File: src/rtl/rv523_cell_pkg.sv
// rtl/rv523_cell_pkg.sv - shared mode encodings and width helper for the reduce cells
package rv523_cell_pkg;

    localparam logic MODE_OAI = 1'b0;
    localparam logic MODE_AOI = 1'b1;

    function automatic int count_width(input int w);
        return $clog2(w + 1);
    endfunction

endpackage

File: src/rtl/oai_reduce_pipe_reduce_lane.sv
// rtl/oai_reduce_pipe_reduce_lane.sv - one lane of the two-level OAI/AOI reduction
// The first level feeds the stage-1 register and the second level reads it back.
module reduce_lane
    import rv523_cell_pkg::*;
#(
    parameter int GROUPS = 2,
    parameter int FANIN  = 2
) (
    input  logic                    i_s1_mode,
    input  logic [GROUPS*FANIN-1:0] i_terms,
    output logic [GROUPS-1:0]       o_p,
    input  logic                    i_s2_mode,
    input  logic [GROUPS-1:0]       i_p,
    output logic                    o_y
);

    always_comb begin
        o_p = '0;
        for (int g = 0; g < GROUPS; g++) begin
            if (i_s1_mode == MODE_AOI) begin
                o_p[g] = &i_terms[g*FANIN +: FANIN];
            end else begin
                o_p[g] = |i_terms[g*FANIN +: FANIN];
            end
        end
    end

    assign o_y = (i_s2_mode == MODE_AOI) ? ~(|i_p) : ~(&i_p);

endmodule

File: src/rtl/oai_reduce_pipe.sv
// rtl/oai_reduce_pipe.sv - pipelined GROUPS x FANIN OAI/AOI reducer over WIDTH lanes
// Two valid/ready stages; the result is registered together with its popcount and flags.
module oai_reduce_pipe
    import rv523_cell_pkg::*;
#(
    parameter  int GROUPS = 2,
    parameter  int FANIN  = 2,
    parameter  int WIDTH  = 8,
    localparam int CW     = count_width(WIDTH)
) (
    input  logic                          CLK,
    input  logic                          RST_N,
    input  logic                          IN_VALID,
    output logic                          IN_READY,
    input  logic                          IN_MODE,
    input  logic [GROUPS*FANIN*WIDTH-1:0] IN_DATA,
    output logic                          OUT_VALID,
    input  logic                          OUT_READY,
    output logic [WIDTH-1:0]              OUT_Y,
    output logic [CW-1:0]                 OUT_COUNT,
    output logic                          OUT_ALL,
    output logic                          OUT_NONE
);

    localparam int TERMS = GROUPS * FANIN;

    logic [TERMS-1:0]             w_terms [WIDTH];
    logic [WIDTH-1:0][GROUPS-1:0] w_p;
    logic [WIDTH-1:0]             w_y;
    logic [CW-1:0]                w_count;
    logic                         w_adv1;
    logic                         w_adv2;

    logic                         r_s1_valid;
    logic                         r_s1_mode;
    logic [WIDTH-1:0][GROUPS-1:0] r_s1_p;
    logic                         r_s2_valid;
    logic [WIDTH-1:0]             r_y;
    logic [CW-1:0]                r_count;
    logic                         r_all;
    logic                         r_none;

    // IN_DATA is term-major; regroup it so each lane sees its own term vector.
    for (genvar l = 0; l < WIDTH; l++) begin : g_lane
        for (genvar k = 0; k < TERMS; k++) begin : g_term
            assign w_terms[l][k] = IN_DATA[k*WIDTH + l];
        end

        reduce_lane #(
            .GROUPS (GROUPS),
            .FANIN  (FANIN)
        ) u_reduce_lane (
            .i_s1_mode (IN_MODE),
            .i_terms   (w_terms[l]),
            .o_p       (w_p[l]),
            .i_s2_mode (r_s1_mode),
            .i_p       (r_s1_p[l]),
            .o_y       (w_y[l])
        );
    end

    always_comb begin
        w_count = '0;
        for (int l = 0; l < WIDTH; l++) begin
            w_count = w_count + CW'(w_y[l]);
        end
    end

    assign w_adv2   = !r_s2_valid || OUT_READY;
    assign w_adv1   = !r_s1_valid || w_adv2;
    assign IN_READY = w_adv1;

    always_ff @(posedge CLK or negedge RST_N) begin
        if (!RST_N) begin
            r_s1_valid <= 1'b0;
            r_s1_mode  <= MODE_OAI;
            r_s1_p     <= '0;
            r_s2_valid <= 1'b0;
            r_y        <= '0;
            r_count    <= '0;
            r_all      <= 1'b0;
            r_none     <= 1'b1;
        end else begin
            if (w_adv1) begin
                r_s1_valid <= IN_VALID;
                if (IN_VALID) begin
                    r_s1_mode <= IN_MODE;
                    r_s1_p    <= w_p;
                end
            end
            // Data registers only load real transactions, so a bubble leaves
            // OUT_VALID low rather than replaying the previous result.
            if (w_adv2) begin
                r_s2_valid <= r_s1_valid;
                if (r_s1_valid) begin
                    r_y     <= w_y;
                    r_count <= w_count;
                    r_all   <= &w_y;
                    r_none  <= ~(|w_y);
                end
            end
        end
    end

    assign OUT_VALID = r_s2_valid;
    assign OUT_Y     = r_y;
    assign OUT_COUNT = r_count;
    assign OUT_ALL   = r_all;
    assign OUT_NONE  = r_none;

endmodule
File: config.mk
export PLATFORM = sky130hd
export DESIGN_NAME = oai_reduce_pipe
export DESIGN_NICKNAME = d
export VERILOG_FILES = /design/src/rtl/rv523_cell_pkg.sv /design/src/rtl/oai_reduce_pipe_reduce_lane.sv /design/src/rtl/oai_reduce_pipe.sv
export SDC_FILE = /design/constraint.sdc
export NUM_CORES = 1
export LEC_CHECK = 0
export CORE_ASPECT_RATIO = 1.4
export CORE_MARGIN = 2
export CORE_UTILIZATION = 46
export CTS_CLUSTER_SIZE = 8
export DETAILED_ROUTE_END_ITERATION = 8
export PLACE_DENSITY = 0.87
export SLEW_MARGIN = 20
export SYNTH_ARGS = -nofsm -noshare
export SYNTH_HDL_FRONTEND = slang
export SYNTH_SLANG_ARGS = --single-unit
File: constraint.sdc
create_clock -name CLK -period 4.96 [get_ports CLK]
set_input_delay 0.992 -clock CLK [delete_from_list [all_inputs] [get_ports CLK]]
set_output_delay 0.992 -clock CLK [all_outputs]
set_load 0.1 [all_outputs]
# Yosys cells after proc, flatten, opt, wreduce, memory -nomap -nowiden
# Cells that the tools add are included.
# totals
elab_cells	119
ff_bits	33
out_inout_bits	16
input_bits	37
# classes
bitwise	17
n_reduce_logical	56
add_sub_neg	7
muxes	24
# ops
operator	n
$reduce_and 2->1	26
$reduce_or 2->1	24
$mux 1	24
$not 1->1	17
$add 4x1->4	4
$reduce_and 8->1	1
$reduce_or 8->1	1
$add 3x1->4	1
$add 2x1->3	1
$add 1x1->2	1
$logic_not 1->1	2
$logic_or 1x1->1	2

# Logic depth before layout (Yosys ltp)
# Gate-level depths: netlist of run 1.
# logic_depth
depth_word	10
depth_mapped	13

# By module
# A second synthesis of run 1 with hierarchy kept.
# hier_totals
cells_unflattened	142
hier_area_um2	1790.5
# modules_own_cells
module	n_inst	area_per_inst_um2	seq_area_each_um2	cells_each
oai_reduce_pipe	1	1480.2	827.0	102
reduce_lane	8	38.8	0.0	5

# Worst setup path before layout of run 1
# Ideal clock, no wire load.
# synth_path
kind	reg-to-reg
from	reg r_s1_mode
to	reg r_count[2], in the netlist OUT_COUNT[2]
arrival_ns	3.320
path_buffers	1
path_slack_ns	1.515
setup_ns	0.125
path_stages_with_launch	14
path_cell_list	dfrtp_1 > buf_6 > maj3_1 > inv_1 > fa_1 > inv_1 > fa_1 > fa_1 > inv_1 > ha_1 > inv_1 > fa_1 > xnor2_1 > mux2_2
# synth_via
elab_chain_cells	8
# synth_rtl
item	line_no	text
start: declaration	oai_reduce_pipe.sv:35	logic r_s1_mode;
start signal: assignment	oai_reduce_pipe.sv:76	r_s1_mode <= MODE_OAI;
start signal: assignment	oai_reduce_pipe.sv:87	r_s1_mode <= IN_MODE;
$mux 1	oai_reduce_pipe_reduce_lane.sv:28	assign o_y = (i_s2_mode == MODE_AOI) ? ~(|i_p) : ~(&i_p);
named net g_lane[1].u_reduce_lane.o_y	oai_reduce_pipe_reduce_lane.sv:14	output logic o_y
$add 1x1->2	oai_reduce_pipe.sv:65	w_count = w_count + CW'(w_y[l]);
$add 2x1->3	oai_reduce_pipe.sv:65	
$add 3x1->4	oai_reduce_pipe.sv:65	
$add 4x1->4 (4 in series)	oai_reduce_pipe.sv:65	
end signal: assignment	oai_reduce_pipe.sv:97	r_count <= w_count;
end: declaration	oai_reduce_pipe.sv:39	logic [CW-1:0] r_count;
# The timed path passes the listed nets, and every way through them passes these cells.
# A chain may end at the register's enable or synchronous reset.

# Worst setup path after layout of run 1
# Ends and elaborated chain as after synthesis.

==> flow_results.org, run 1 <==
** Hold path
- Along the worst hold path, the cell count comes to 1.
- Beginning of the worst hold path :: OUT_Y[2]
- Worst Hold Endpoint :: OUT_Y[2]
- Hold Path Class :: flip-flop to flip-flop

** STA
- The final count of pins violating max slew is 0.
- Clock period minus final worst setup slack :: 3.56 ns
- Max Clk Rate :: 281 MHz
- Tightest slew margin relative to the limit :: 34.3%
- # setup viols final :: 0
- The count of final hold-check violations came to 0.
- Final setup TNS :: 0 ns
- Setup repair after global routing missed its margin :: no
- Dividing the final minimum period by the clock period gives 71.8%.
- Between clock sinks in the finished design, the worst skew comes to 0.00652 ns.
- Worst slack on hold paths :: 0.515 ns
- At the pin with the least slew margin, the transition time is 0.983 ns.

** Layout
- The post-route netlist has 25.5% of its cells at a drive strength greater than 1.
- The number of antenna diodes in the final layout is 0.
- After the last flow step, the layout net total stands at 245.
- Leaving out filler cells and counting taps, the final layout contains 243.
- From synthesis to final layout, the design area changed by 33.0%.
- Final Cell Area :: 2460 um^2
- After filler insertion, the fill cell instance count of the layout stands at 306.

** Global route
- GRT Total Usage :: 18.5%
- Global Route met3 Usage :: 5.37%
- Wire length of the first global-routing pass :: 6.35 mm
- Via count of the first global-routing pass :: 1374
- For met2 alone, demand over resource in global routing was 31.8%.
- Largest net degree at the start of global routing :: 34
- Antenna violations before repair :: 0
- Busiest metal layer after global routing :: met2
- Met1 GRT Util :: 20.8%
- Sum of overflow across all layers after global routing :: 0

** Synth
- The synthesized design spends more area on one cell type than any other, namely sky130_fd_sc_hd__dfrtp_1.
- In this run the cell area of the synthesized design comes to 1850 um^2.
- Number of synthesized flops with an enable pin :: 0
- For this run, asynchronously set or reset flops after synthesis account for 100%.
- Cell count after synthesis :: 145
- Largest cells by area after synthesis :: sky130_fd_sc_hd__dfrtp_1, sky130_fd_sc_hd__mux2_2, sky130_fd_sc_hd__maj3_2
- Primary flip-flop cell chosen by synthesis mapping :: sky130_fd_sc_hd__dfrtp_1
- A synthesized cell averages 12.8 um^2.
- Counting distinct cell types in the post-synthesis netlist gives 32.
- Synthesized net count :: 191
- The Yosys step of the flow raised 0 warnings.
- Portion of the post-synthesis area used by sequential elements :: 44.6%
- Post-synth top area share :: 43.2%
- Yosys reg bits :: 33

** Floorplan
- In this run the count of I/O pins placed on the die edge is 53.
- The floorplan step defined a die boundary enclosing 4560 um^2.
- Row generation in the floorplan step produced 27 rows.
- Effective utilization at floorplan :: 47.7%
- The core region is 3880 um^2.
- Chip height :: 79.1 um
- In this run the horizontal extent of the chip is 57.6 um.

** Routing
- Number of iterations in the first detailed-routing pass :: 4
- Dividing the detail-routed via count by the number of cells gives 5.45.
- Antenna-violating nets left :: 0
- After detailed routing, the average wire length per cell comes to 15.0 um.
- Detailed-route wire length :: 3.64 mm
- After detailed routing, the number of remaining DRC violations is 0.
- For this block, the initial DRC count from the detailed router was 67.
- Total number of vias :: 1325

** Worst setup path
- Critical Path Start Type :: flip-flop
- Data required time at the worst endpoint :: 5.14 ns
- CP arrival :: 3.73 ns
- In this run the critical register-to-register path is captured at OUT_COUNT[2].
- Maximum fanout along the worst path :: 13
- The worst setup path is captured at a flip-flop.
- Worst setup slack for register-to-register paths :: 1.40 ns
- The startpoint identified for the worst register-to-register timing path is r_s1_mode.
- The number of cells on the worst reg-to-reg path is 12.
- The worst setup path is of the flip-flop to flip-flop kind.

** Power
- The clock network accounts for 15.8% of the total power.
- Summed over all nets, the switching power comes to 0.000574 W.
- Pwr dens :: 503 nW/um^2
- Total power after layout :: 0.00124 W
- The share of total power dissipated in sequential elements is 30.8%.
- Reported leakage power :: 1.01 nW
- Maximum resistive drop on vdd :: 0.434 mV
- Internal power :: 0.000664 W
- Net switching share of the total power :: 46.4%
- Relative contribution of combinational cells to total power :: 53.3%

** Placed design
- Inst Count DP :: 235
- Final weighted congestion of routability-driven global placement :: 0.818
- Once placement finished, the instance area stood at 2380 um^2.
- Final HPWL from detailed placement :: 2.80 mm
- Port Buf Inserts :: 52

** Run
- Max-capacitance violation count :: 0

** Clocking
- Clock input transition at the sequential cells of the worst setup and hold paths :: 0.07 ns
- Cell at the root of the clock tree :: sky130_fd_sc_hd__clkbuf_8
- Sink Count :: 33
- Count of cells resized by post-cts repair :: 0
- Depth of the CTS H-tree :: 2
- Post-CTS setup repair buffer count :: 0
- Buffer depth of the longest clock path :: 2
- Counting the buffers created by CTS gives 5.
- TritonCTS built the clock tree.
- At the later pin of the worst-skew pair, clock insertion delay measures 0.28 ns.
- Total of hold buffers inserted after clock tree synthesis :: 0

** Run status
- Run status :: completed
[stage by stage]
step	setup slack, ns	util [%]
after detailed placement	1.39	61.2
after CTS	1.38	63.4
after global placement	1.42	61.2
after global routing	1.17	63.4
final	1.40	63.4
after floorplan	1.51	-
[cell type report]
cell class,count,area [um^2],share of cell area (%)
clock buffers,5,68.8,2.79
flip-flops and latches,33,827,33.6
repair buffers,53,526,21.3
multi-input cells,94,926,37.6
clock inverters,3,17.5,0.711
inverters,12,45.0,1.83
well taps,43,53.8,2.18
[power by group through the flow]
stage	Clock, W	Sequential, W	Combinational (W)
3_5_place_dp	0	0.000387	0.000664
6_report	0.000196	0.000382	0.000660
4_1_cts	0.000202	0.000381	0.000667
5_1_grt	0.000212	0.000390	0.000724
3_3_place_gp	0	0.000382	0.000655
2_1_floorplan	0	0.000617	0.000270
[layer usage]
| layer | vias to the layer above | share of wire [%] | wire length [um] |
|---|---|---|---|
| met5 | - | 0 | 0 |
| met2 | 41 | 54 | 1980 |
| met1 | 649 | 40 | 1440 |
| met4 | 0 | 0.91 | 33 |
| met3 | 3 | 5.1 | 186 |
| li1 | 632 | - | - |
[Yosys cell counts (2+ instances only)]
master	n
sky130_fd_sc_hd__a21oi_1	15
sky130_fd_sc_hd__a221oi_1	2
sky130_fd_sc_hd__buf_2	2
sky130_fd_sc_hd__buf_6	4
sky130_fd_sc_hd__dfrtp_1	32
sky130_fd_sc_hd__fa_1	4
sky130_fd_sc_hd__ha_1	5
sky130_fd_sc_hd__inv_1	11
sky130_fd_sc_hd__maj3_1	11
sky130_fd_sc_hd__maj3_2	12
sky130_fd_sc_hd__mux2_2	21
sky130_fd_sc_hd__nand2b_1	3
sky130_fd_sc_hd__nand4_1	2
sky130_fd_sc_hd__nor4_1	2
sky130_fd_sc_hd__o221ai_1	2
[critical path, stage by stage (launching register included)]
cell                      delay [ns]
sky130_fd_sc_hd__dfrtp_1        0.52
sky130_fd_sc_hd__maj3_1         0.45
sky130_fd_sc_hd__inv_1          0.12
sky130_fd_sc_hd__fa_1           0.42
sky130_fd_sc_hd__inv_1          0.07
sky130_fd_sc_hd__fa_1           0.42
sky130_fd_sc_hd__fa_1           0.43
sky130_fd_sc_hd__inv_1          0.06
sky130_fd_sc_hd__ha_1           0.15
sky130_fd_sc_hd__inv_1          0.05
sky130_fd_sc_hd__fa_1           0.37
sky130_fd_sc_hd__xnor2_1        0.13
sky130_fd_sc_hd__mux2_2         0.25
[layout by cell type, fill, tap and decap left out, drive strengths merged]
| master | synthesis | routed |
|---|---|---|
| a21o | 1 | 1 |
| a21oi | 15 | 15 |
| a221oi | 2 | 2 |
| a22oi | 1 | 1 |
| a32o | 1 | 1 |
| and2 | 1 | 1 |
| and4 | 1 | 1 |
| buf | 6 | 2 |
| clkbuf | 0 | 5 |
| clkdlybuf4s50 | 0 | 51 |
| clkinv | 0 | 2 |
| clkinvlp | 0 | 1 |
| dfrtp | 32 | 32 |
| dfstp | 1 | 1 |
| fa | 4 | 4 |
| ha | 5 | 5 |
| inv | 12 | 12 |
| maj3 | 23 | 23 |
| mux2 | 21 | 21 |
| mux2i | 1 | 1 |
| nand2 | 2 | 2 |
| nand2b | 3 | 3 |
| nand3b | 1 | 1 |
| nand4 | 2 | 2 |
| nand4b | 1 | 1 |
| nor2b | 1 | 1 |
| nor4 | 2 | 2 |
| o21ai | 1 | 1 |
| o221ai | 2 | 2 |
| o22ai | 1 | 1 |
| o32ai | 1 | 1 |
| xnor2 | 1 | 1 |
[how the worst max path moves through the flow]
| stage | start | to | slack (ns) | cells after the start |
|---|---|---|---|---|
| 6_report | r_s1_mode | OUT_COUNT[2] | 1.40 | 12 |
| 3_3_place_gp | r_s1_mode | OUT_COUNT[2] | 1.42 | 12 |
| 2_1_floorplan | r_s1_mode | OUT_COUNT[2] | 1.51 | 13 |
| 4_1_cts | r_s1_mode | OUT_COUNT[2] | 1.38 | 12 |
| 5_1_grt | r_s1_mode | OUT_COUNT[2] | 1.17 | 12 |
| 3_5_place_dp | r_s1_mode | OUT_COUNT[2] | 1.39 | 12 |
[kinds of logic after synthesis]
family | count (synthesis) | synth area share (%)
AO/OA/AOI/OAI | 25 | 8.78
adder cells (fa/ha/maj) | 32 | 20.9
multiplexers | 22 | 13.3
XOR/XNOR | 1 | 0.473
AND/OR/NAND/NOR | 14 | 6.48
flip-flops | 33 | 44.6
buffers and inverters | 18 | 5.40
[flip-flops by register name, summed over array words and instances (netlist names)]
signal      cells
OUT_ALL         1
OUT_VALID       1
OUT_NONE        1
r_s1_valid      1
OUT_COUNT       4
r_s1_mode       1
OUT_Y           8
r_s1_p         16
Note: power is estimated with default switching activity, not from simulation.
==> run 2: changes to the inputs <==
- clock period: 4.96 -> 3.6 ns (I/O delays scaled with it)
==> flow_results.org, run 2 (synthesized netlist as in run 1, its figures left out) <==
** Floorplan
- Io pins :: 53
- Effective utilization at floorplan :: 47.7%
- X dimension of the die :: 57.6 um
- Core area :: 3880 um^2
- Die area :: 4560 um^2
- The die is 79.1 um tall.
- Count of standard-cell rows :: 27

** Worst setup path
- Largest delay share family, worst path :: adder cells
- Worst setup slack for register-to-register paths :: 0.16 ns
- Worst reg2reg path depth :: 12
- In this run the critical register-to-register path is launched from r_s1_mode.
- Slowest-stage cell, CP :: sky130_fd_sc_hd__dfrtp_2
- CP endpoint kind :: flip-flop
- In this run the critical register-to-register path is captured at OUT_COUNT[2].
- The setup path with the least slack is of type flip-flop to flip-flop.
- Maximum fanout along the worst path :: 5
- Cells along the critical path :: maj3_1 > inv_1 > fa_1 > inv_1 > fa_1 > fa_1 > inv_1 > ha_1 > inv_1 > fa_1 > xnor2_1 > mux2_2
- Critical Path Start Type :: flip-flop
- Data on the critical path arrives at its endpoint at 3.62 ns.
- Stages on the worst setup path :: 12
- On the worst path, the slowest cell contributes a delay of 0.45 ns.
- Data required time at the worst endpoint :: 3.77 ns
- Buf+Inv Stages, Crit Path :: 4

** Layout
- Most common cell after layout, fill and taps aside :: sky130_fd_sc_hd__clkdlybuf4s50_1
- In the layout the commonest cells are sky130_fd_sc_hd__clkdlybuf4s50_1, sky130_fd_sc_hd__dfrtp_1, sky130_fd_sc_hd__mux2_2.
- Of the cells placed in the final design, the portion with a size suffix greater than 1 is 26.9%.
- Diodes inserted :: 0
- After the last flow step, the layout net total stands at 246.
- Counting flops per register, the top entry is r_s1_p.
- The layout has 310 filler cells.
- Synth-to-Final Area Change :: 33.5%
- Flip-flop count of the largest register after layout :: 16
- Cells fill 63.7% of the core in the end.
- The finished cells cover 2470 um^2.

** Clocking
- Clock tree synthesis found a total of 33 sinks.
- Total of hold buffers inserted after clock tree synthesis :: 0
- The clock passes through at most 2 buffers.
- Depth of the CTS H-tree :: 2
- Clock network latency to the later pin of the worst-skew pair :: 0.29 ns
- Clock-pin slew was measured on the worst setup and hold paths at 0.07 ns.
- Post-CTS repair changed the size of 0 cells.
- Post-CTS setup repair buffer count :: 0
- Clock buffer count from CTS :: 5
- Cell at the root of the clock tree :: sky130_fd_sc_hd__clkbuf_8
- CTS tree :: yes

** Global route
- Antenna violations before repair :: 0
- The via count of the first global-routing pass came to 1398.
- Sum of overflow across all layers after global routing :: 0
- In the global route stage, overall resource usage came out at 18.8%.
- The first global-routing pass estimated 6.46 mm of wire.
- Entering global routing, the biggest net connects 34 pins.

** STA
- The count of final hold-check violations is 0.
- Setup repair after global routing missed its margin :: no
- Final Max Slew Viols :: 0
- Setup violations remaining at the end of the flow were counted as 0.
- Worst-margin pin slew :: 0.973 ns
- The worst path needs 3.44 ns of the cycle, external delays included.
- Setup total negative slack on the finished layout was measured at 0 ns.
- Part of the cycle the worst path needs :: 95.7%
- Measured against its own limit, the worst slew margin works out to 35.0%.
- Static timing analysis puts the maximum clock frequency at 290 MHz.
- Final Skew :: 0.0104 ns

** Power
- Total power after layout :: 0.00171 W
- Maximum resistive drop on vdd :: 0.673 mV
- In this run the static leakage power is 1.01 nW.
- In this run the power density over the cells is 693 nW/um^2.

** Routing
- The final layout contains routed wiring with a total length of 3.68 mm.
- Average detailed-routed wire length per instance :: 15.1 um
- After the first detailed-routing iteration, the DRC count stood at 60.
- Number of iterations in the first detailed-routing pass :: 4
- Antenna-violating nets left :: 0
- After detailed routing, the number of vias per cell comes to 5.46.
- In the routed design, unresolved DRC markers number 0.
- Total number of vias :: 1332

** Hold path
- Hold path depth :: 1
- The worst hold path belongs to the class flip-flop to flip-flop.
- For hold timing, the worst endpoint is OUT_Y[2].
- In this run the most critical hold path is launched from OUT_Y[2].

** Placed design
- The placed instances occupy a cell area of 2380 um^2.
- Port Buf Inserts :: 52
- Routability-driven placement finished with a final weighted congestion of 0.756.
- After legalization and detailed placement, the total HPWL measured 2.82 mm.

** Run
- Max-capacitance violation count :: 0

** Run status
- The flow ran to the end, and the final reports show no timing, DRC or antenna violations.
run 2: cell types whose count changed in the layout (fill, tap and decap cells not counted):
cell / delta
sky130_fd_sc_hd__maj3_2: +1
sky130_fd_sc_hd__dfrtp_1: -1
sky130_fd_sc_hd__dfrtp_2: +1
sky130_fd_sc_hd__maj3_1: -1
sky130_fd_sc_hd__buf_4: +1
run 2: layout make-up:
class / count / area, um^2 / share of cell area (%)
inverters: 12 / 45.0 / 1.82
repair buffers: 54 / 533 / 21.5
multi-input cells: 94 / 927 / 37.5
flip-flops and latches: 33 / 828 / 33.5
clock buffers: 5 / 68.8 / 2.78
well taps: 43 / 53.8 / 2.18
clock inverters: 3 / 17.5 / 0.708
run 2: through the flow:
stage | hold slack [ns] | cells | setup WS, ns
floorplan | 0.424 | 145 | 0.155
global placement | 0.493 | 236 | 0.196
detailed placement | 0.497 | 236 | 0.122
CTS | 0.511 | 244 | 0.0996
global route | 0.528 | 244 | 0.00736
finish | 0.508 | 244 | 0.156
run 2: worst register-to-register path: stages, from the launching register on:
cell and delay (ns):
sky130_fd_sc_hd__dfrtp_2 0.45, sky130_fd_sc_hd__maj3_1 0.40, sky130_fd_sc_hd__inv_1 0.12, sky130_fd_sc_hd__fa_1 0.39, sky130_fd_sc_hd__inv_1 0.07, sky130_fd_sc_hd__fa_1 0.42, sky130_fd_sc_hd__fa_1 0.44, sky130_fd_sc_hd__inv_1 0.07
sky130_fd_sc_hd__ha_1 0.16, sky130_fd_sc_hd__inv_1 0.05, sky130_fd_sc_hd__fa_1 0.37, sky130_fd_sc_hd__xnor2_1 0.13, sky130_fd_sc_hd__mux2_2 0.26
run 2: layer usage:
layer	track usage, %	part of all wire [%]
met5	0	0
met4	8.84	2.6
met3	5.05	4.3
met2	33.0	53
met1	20.6	40
run 2: worst max path at each step:
stage | startpoint | end | slack, ns
global placement | r_s1_mode | OUT_COUNT[2] | 0.20
CTS | r_s1_mode | OUT_COUNT[2] | 0.1
finish | r_s1_mode | OUT_COUNT[2] | 0.16
floorplan | r_s1_mode | OUT_COUNT[2] | 0.15
detailed placement | r_s1_mode | OUT_COUNT[2] | 0.12
global route | r_s1_mode | OUT_COUNT[2] | 0.007
run 2: power breakdown:
part | total (W) | internal, W | switching (W)
registers | 0.000519 | 0.000454 | 0.0000656
logic | 0.000923 | 0.000332 | 0.000591
clock network | 0.000272 | 0.000133 | 0.000139
